$ cat config.mk
export PLATFORM = sky130hd
export DESIGN_NAME = load_store_unit
export DESIGN_NICKNAME = d
export VERILOG_FILES = /design/src/rtl/load_store_unit.sv
export SDC_FILE = /design/constraint.sdc
export NUM_CORES = 1
export LEC_CHECK = 0
export BUFFER_PORTS_ARGS = -buffer_cell sky130_fd_sc_hd__buf_2
export CORE_ASPECT_RATIO = 0.7
export CORE_MARGIN = 3
export CORE_UTILIZATION = 45
export DETAILED_ROUTE_END_ITERATION = 10
export PLACE_DENSITY = 0.72
export REMOVE_ABC_BUFFERS = 1
export SYNTH_ARGS = -nofsm -noshare
export SYNTH_HDL_FRONTEND = slang
export SYNTH_SLANG_ARGS = --single-unit
$ cat constraint.sdc
create_clock -name clk -period 2.4 [get_ports clk]
set_input_delay 0.48 -clock clk [delete_from_list [all_inputs] [get_ports clk]]
set_output_delay 0.48 -clock clk [all_outputs]
set_load 0.02 [all_outputs]
$ cat src/rtl/load_store_unit.sv
// Memory-stage load/store initiator for a word-addressed data memory with 1-cycle read latency.
// Sub-word stores are performed as read-modify-write because the memory only writes full words.
module load_store_unit #(
  parameter int unsigned NUM_WORDS = 32
) (
  input  logic        clk,
  input  logic        rst,
  input  logic        req_valid,
  output logic        req_ready,
  input  logic        req_we,
  input  logic [2:0]  req_funct3,
  input  logic [31:0] req_addr,
  input  logic [31:0] req_wdata,
  output logic        rsp_valid,
  output logic [31:0] rsp_rdata,
  output logic        rsp_err,
  output logic        mem_read,
  output logic        mem_wr,
  output logic [31:0] mem_addr,
  output logic [31:0] mem_wdata,
  input  logic [31:0] mem_rdata
);

  typedef enum logic [2:0] {IDLE, ISSUE, CAPTURE, WRITE, RESP} state_e;

  state_e      state_q, state_d;
  logic        we_q, we_d;
  logic [2:0]  funct3_q, funct3_d;
  logic [1:0]  offset_q, offset_d;
  logic [31:0] wdata_q, wdata_d;
  logic        mem_read_q, mem_read_d;
  logic        mem_wr_q, mem_wr_d;
  logic [31:0] mem_addr_q, mem_addr_d;
  logic [31:0] mem_wdata_q, mem_wdata_d;
  logic        rsp_valid_q, rsp_valid_d;
  logic [31:0] rsp_rdata_q, rsp_rdata_d;
  logic        rsp_err_q, rsp_err_d;

  logic        req_err;
  logic [4:0]  lane_shift;
  logic [7:0]  lane_byte;
  logic [15:0] lane_half;
  logic [31:0] load_data;
  logic [31:0] store_mask;
  logic [31:0] merged_word;

  always_comb begin
    req_err = 1'b0;
    case (req_funct3)
      3'b000:  req_err = 1'b0;
      3'b001:  req_err = req_addr[0];
      3'b010:  req_err = (req_addr[1:0] != 2'b00);
      3'b100:  req_err = req_we;
      3'b101:  req_err = req_we | req_addr[0];
      default: req_err = 1'b1;
    endcase
    if ({2'b00, req_addr[31:2]} >= 32'(NUM_WORDS)) req_err = 1'b1;
  end

  // Lane extraction for loads and lane merge for sub-word stores share one shift amount.
  assign lane_shift = {offset_q, 3'b000};
  assign lane_byte  = mem_rdata[lane_shift +: 8];
  assign lane_half  = offset_q[1] ? mem_rdata[31:16] : mem_rdata[15:0];

  always_comb begin
    load_data = mem_rdata;
    case (funct3_q)
      3'b000:  load_data = {{24{lane_byte[7]}}, lane_byte};
      3'b100:  load_data = {24'h0, lane_byte};
      3'b001:  load_data = {{16{lane_half[15]}}, lane_half};
      3'b101:  load_data = {16'h0, lane_half};
      default: load_data = mem_rdata;
    endcase
  end

  assign store_mask  = (funct3_q[0] ? 32'h0000_FFFF : 32'h0000_00FF) << lane_shift;
  assign merged_word = (mem_rdata & ~store_mask) | ((wdata_q << lane_shift) & store_mask);

  always_comb begin
    state_d     = state_q;
    we_d        = we_q;
    funct3_d    = funct3_q;
    offset_d    = offset_q;
    wdata_d     = wdata_q;
    mem_read_d  = 1'b0;
    mem_wr_d    = 1'b0;
    mem_addr_d  = mem_addr_q;
    mem_wdata_d = mem_wdata_q;
    rsp_valid_d = 1'b0;
    rsp_rdata_d = rsp_rdata_q;
    rsp_err_d   = rsp_err_q;
    case (state_q)
      IDLE: begin
        if (req_valid) begin
          we_d     = req_we;
          funct3_d = req_funct3;
          offset_d = req_addr[1:0];
          wdata_d  = req_wdata;
          if (req_err) begin
            state_d     = RESP;
            rsp_valid_d = 1'b1;
            rsp_err_d   = 1'b1;
            rsp_rdata_d = 32'h0;
          end else begin
            state_d    = ISSUE;
            mem_addr_d = {req_addr[31:2], 2'b00};
            if (req_we && (req_funct3 == 3'b010)) begin
              mem_wr_d    = 1'b1;
              mem_wdata_d = req_wdata;
            end else begin
              mem_read_d = 1'b1;
            end
          end
        end
      end
      ISSUE: begin
        if (we_q && (funct3_q[1:0] == 2'b10)) begin
          state_d     = RESP;
          rsp_valid_d = 1'b1;
          rsp_err_d   = 1'b0;
          rsp_rdata_d = 32'h0;
        end else begin
          state_d = CAPTURE;
        end
      end
      CAPTURE: begin
        if (we_q) begin
          state_d     = WRITE;
          mem_wr_d    = 1'b1;
          mem_wdata_d = merged_word;
        end else begin
          state_d     = RESP;
          rsp_valid_d = 1'b1;
          rsp_err_d   = 1'b0;
          rsp_rdata_d = load_data;
        end
      end
      WRITE: begin
        state_d     = RESP;
        rsp_valid_d = 1'b1;
        rsp_err_d   = 1'b0;
        rsp_rdata_d = 32'h0;
      end
      RESP:    state_d = IDLE;
      default: state_d = IDLE;
    endcase
  end

  always_ff @(posedge clk) begin
    if (rst) begin
      state_q     <= IDLE;
      we_q        <= 1'b0;
      funct3_q    <= 3'b000;
      offset_q    <= 2'b00;
      wdata_q     <= 32'h0;
      mem_read_q  <= 1'b0;
      mem_wr_q    <= 1'b0;
      mem_addr_q  <= 32'h0;
      mem_wdata_q <= 32'h0;
      rsp_valid_q <= 1'b0;
      rsp_rdata_q <= 32'h0;
      rsp_err_q   <= 1'b0;
    end else begin
      state_q     <= state_d;
      we_q        <= we_d;
      funct3_q    <= funct3_d;
      offset_q    <= offset_d;
      wdata_q     <= wdata_d;
      mem_read_q  <= mem_read_d;
      mem_wr_q    <= mem_wr_d;
      mem_addr_q  <= mem_addr_d;
      mem_wdata_q <= mem_wdata_d;
      rsp_valid_q <= rsp_valid_d;
      rsp_rdata_q <= rsp_rdata_d;
      rsp_err_q   <= rsp_err_d;
    end
  end

  assign req_ready = (state_q == IDLE);
  assign rsp_valid = rsp_valid_q;
  assign rsp_rdata = rsp_rdata_q;
  assign rsp_err   = rsp_err_q;
  assign mem_read  = mem_read_q;
  assign mem_wr    = mem_wr_q;
  assign mem_addr  = mem_addr_q;
  assign mem_wdata = mem_wdata_q;

endmodule

==> metrics.md <==
| Metric | Value |
|---|---|
| H-Tree Depth | 4 |
| Post-synthesis mux area share | 0.140 |
| Main combinational cell family by area after synthesis | simple AND/OR/NAND/NOR gates |
| Pwr Density | roughly 660 nW/um^2 |
| Via count | approximately 6.3k |
| Core Region | 14100 sq um |
| CP required | 2.74 ns |
| Post-synthesis sequential area ratio | 0.378 |
| Critical path's top delay family | compound AO/OA/AOI/OAI gates |
| Placer Congestion | 0.839 |
| Synth Area in Compound Gates | 0.198 |
| RSZ-0062 raised after global routing | false |
| Largest net degree at the start of global routing | 72 |
| Met2 wire length | 8930 microns |
| Routed wire length | between 20000 and 25000 microns |
| Worst-path clk slew | about 0.06 ns |
| Fmax | between 400 and 500 MHz |
| Worst hold slack | 0.319 ns |
| Maximum fanout along the worst path | 16 |
| Arr. time, crit path | about 2.5 ns |
| Clock buffer depth | 2 |
| CP cell instances | buf_4, mux4_2, nand2b_1, a21oi_1, o221ai_1, mux2i_1 |
| TritonCTS Sinks | 123 |
| Ys Warns | 0 |
| Post-DP HPWL | 14400 microns |
| Tcrit/Tclk final | 0.883 |
| Die Wd | 150 microns |
| DP Area | between 7000 and 8000 sq um |
| Initial antenna violation count | 2 |
| Outcome | completed |
| Pre-CTS setup slack | 0.0375 ns |
| NumNets Final | 1024 |
| Worst stage delay on the critical path | 0.57 ns |
| # fillers | 1272 |
| Hold Fails Final Rpt | 0 |
| Multi-input logic area | 3670 sq um |
| Initial Util | 0.463 |
| DR pass1 iterations | 5 |
| Simple-Gate Fraction of Synth Area | 0.221 |
| Cell area after technology mapping | 6510 sq um |
| Cts hold-fix bufs | 0 |
| Asr flop ratio synth | 0 |
| IO buf count | 201 |
| Max-Cap Viols | 0 |
| Synth top area cells | dfxtp_1, mux2i_1, mux2_4, nand2_1, nand2b_1 |
| Worst setup SP type | register |
| Die H | 107 microns |
| Setup ws final | 0.281 ns |
| Worst-skew pair later-pin latency | 0.41 ns |
| Least-Margin Pin Slew | 0.990 ns |
| CTS Buf Count | 17 |
| Via/cell ratio | roughly 5.6 |
| Worst setup path category | reg -> reg |
| CTS tree | done |
| CTS resizes | 0 |
| Synth area leader | dfxtp_1 |
| Non-filler cells in the finished layout | 1125 |
| First-pass GRT wire length | 31300 microns |
| I/O pin count | 204 |
| Global Route Usage Sum | 0.249 |
| Worst Skew | 0.0103 ns |
| DIE AREA | 16000 sq um |
| EDFF count, synth | 0 |
| DR iter-0 viols | 479 |
| Adder-Cell Fraction of Synth Area | 0 |
| Register area | 2460 sq um |
| WL met3 | 2390 microns |
| Setup-failing EPs final | 0 |
| Setup bufs post-CTS | 0 |
| Hold Path Class | in -> reg |
| Syn Inst Count | 732 |
| Pleak | roughly 0.004 uW |
| Vias in the first global route | just under 6k |
| Wire length on met1 | just over 9000 microns |
| Seq cells post-synth | 123 |
| Share of layout cells above drive strength 1 | 0.366 |
| Max layer used | met5 |
| Post-Place Cells | between 1k and 1.5k |
| Synth top area share | 0.378 |
| Finished Cell Area | 8340 sq um |
| CTS root buf | clkbuf_16 |
| Residual DRC | 0 |
| GRT overflow | 0 |
| Fraction of synthesized cell area in xor and xnor cells | 0 |
| Critical path's slowest cell | a21oi_1 |
| Cell variety after synth | 58 |
| Detail Route Antenna Nets | 0 |
| Prevailing post-synth register cell | dfxtp_1 |
| Minimum clock period | 2.12 ns |
| Post-DR wirelength/cell | 18.3 microns |
| Avg Synthesized Cell Area | about 8.9 sq um |
| Endpoint type of the worst setup path | register |
| Slew headroom | 0.339 |
| P&R area growth vs syn | 28.1% |
| FP Rows | 36 |
| Worst path bufs/invs | 1 |
| Max-slew violations | 0 |
| VDD IR-drop max | 0.000413 V |
==> cell type report <==
cell class	instances	share of cell area
multi-input cells	536	0.440
flip-flops and latches	123	0.295
repair buffers	233	0.156
clock buffers	18	0.0526
well taps	190	0.0285
clock inverters	14	0.0232
inverters	10	0.00450
diodes	1	0.000300
==> worst reg2reg max path: cells and delay by family (launching register included) <==
| kind | cells | cell delay (ns) |
|---|---|---|
| simple gates | 1 | 0.10 |
| buf+inv | 1 | 0.21 |
| flops | 1 | 0.34 |
| mux | 2 | 0.55 |
| compound gates | 2 | 0.87 |
==> final timing paths <==
| check | from | end | slack, ns | cells past startpoint |
|---|---|---|---|---|
| setup / recovery | offset_q[0] | rsp_rdata[12] | 0.28 | 6 |
| hold / removal | req_addr[5] | mem_addr[5] | 0.32 | 3 |
| setup reg to reg | offset_q[0] | rsp_rdata[12] | 0.28 | 6 |
| hold reg to reg | mem_addr[26] | mem_addr[26] | 0.46 | 1 |
==> cell families (layout without fill, tap and decap cells) <==
family          Yosys count  count (layout)
other cells               1               3
compound gates          193             193
flops                   123             123
simple gates            263             263
buf+inv                  74             275
mux                      78              78
==> layer usage <==
metal,vias up,GRT usage
met5,-,0
met4,4,0.0705
met3,18,0.0769
met2,316,0.372
met1,3004,0.348
li1,2986,-
==> flip-flops by register name (all words and copies together) (netlist names) <==
name       count
mem_read       1
state_q        3
rsp_err        1
mem_wdata     32
rsp_valid      1
mem_addr      30
rsp_rdata     32
funct3_q       3
we_q           1
offset_q       2
wdata_q       16
mem_wr         1
==> power breakdown <==
group	switching [uW]	leakage, uW	internal [uW]
registers	36.8	0.000995	2070
logic	360	0.00266	260
clock network	976	0.000307	1770
total	1370	0.00396	4100
==> layout by cell type (no fill, tap or decap), types with 9 or more instances in the layout <==
| cell | synthesis | routed |
|---|---|---|
| nor2_1 | 38 | 38 |
| dfxtp_1 | 123 | 122 |
| clkbuf_16 | 0 | 17 |
| and2_1 | 25 | 25 |
| buf_4 | 2 | 29 |
| nand2b_1 | 44 | 44 |
| o21ai_0 | 39 | 39 |
| nand2_1 | 80 | 80 |
| inv_1 | 9 | 9 |
| o22ai_1 | 30 | 30 |
| buf_2 | 8 | 200 |
| mux2_4 | 21 | 21 |
| a21oi_1 | 50 | 50 |
| and2b_2 | 19 | 19 |
| mux2i_1 | 52 | 52 |
| o221ai_1 | 15 | 15 |
==> stage by stage <==
| stage | TNS [ns] | power (uW) | util |
|---|---|---|---|
| 2_1_floorplan | -31.02 | 2460 | - |
| 3_3_place_gp | 0 | 2750 | 0.548 |
| 3_5_place_dp | 0 | 2760 | 0.548 |
| 4_1_cts | 0 | 5500 | 0.593 |
| 5_1_grt | 0 | 5660 | 0.593 |
| 6_report | 0 | 5470 | 0.594 |
==> Yosys cell counts, drive strengths merged, types with 5 or more instances <==
cell     count
and2b       20
a21oi       50
nand3        7
clkbuf      40
mux2        24
or3b         8
mux2i       52
a22oi        5
dfxtp      123
nor4         5
o22ai       31
nor2        38
o211a        8
buf         24
o221ai      15
nand4        6
or2          9
nor3         5
a2bb2oi      8
a211o       10
o31ai        8
o21ai       39
inv          9
a311o        8
nor2b        8
nand2b      44
and2        27
nand2       81
No activity file was read; power rests on OpenSTA's default activity.
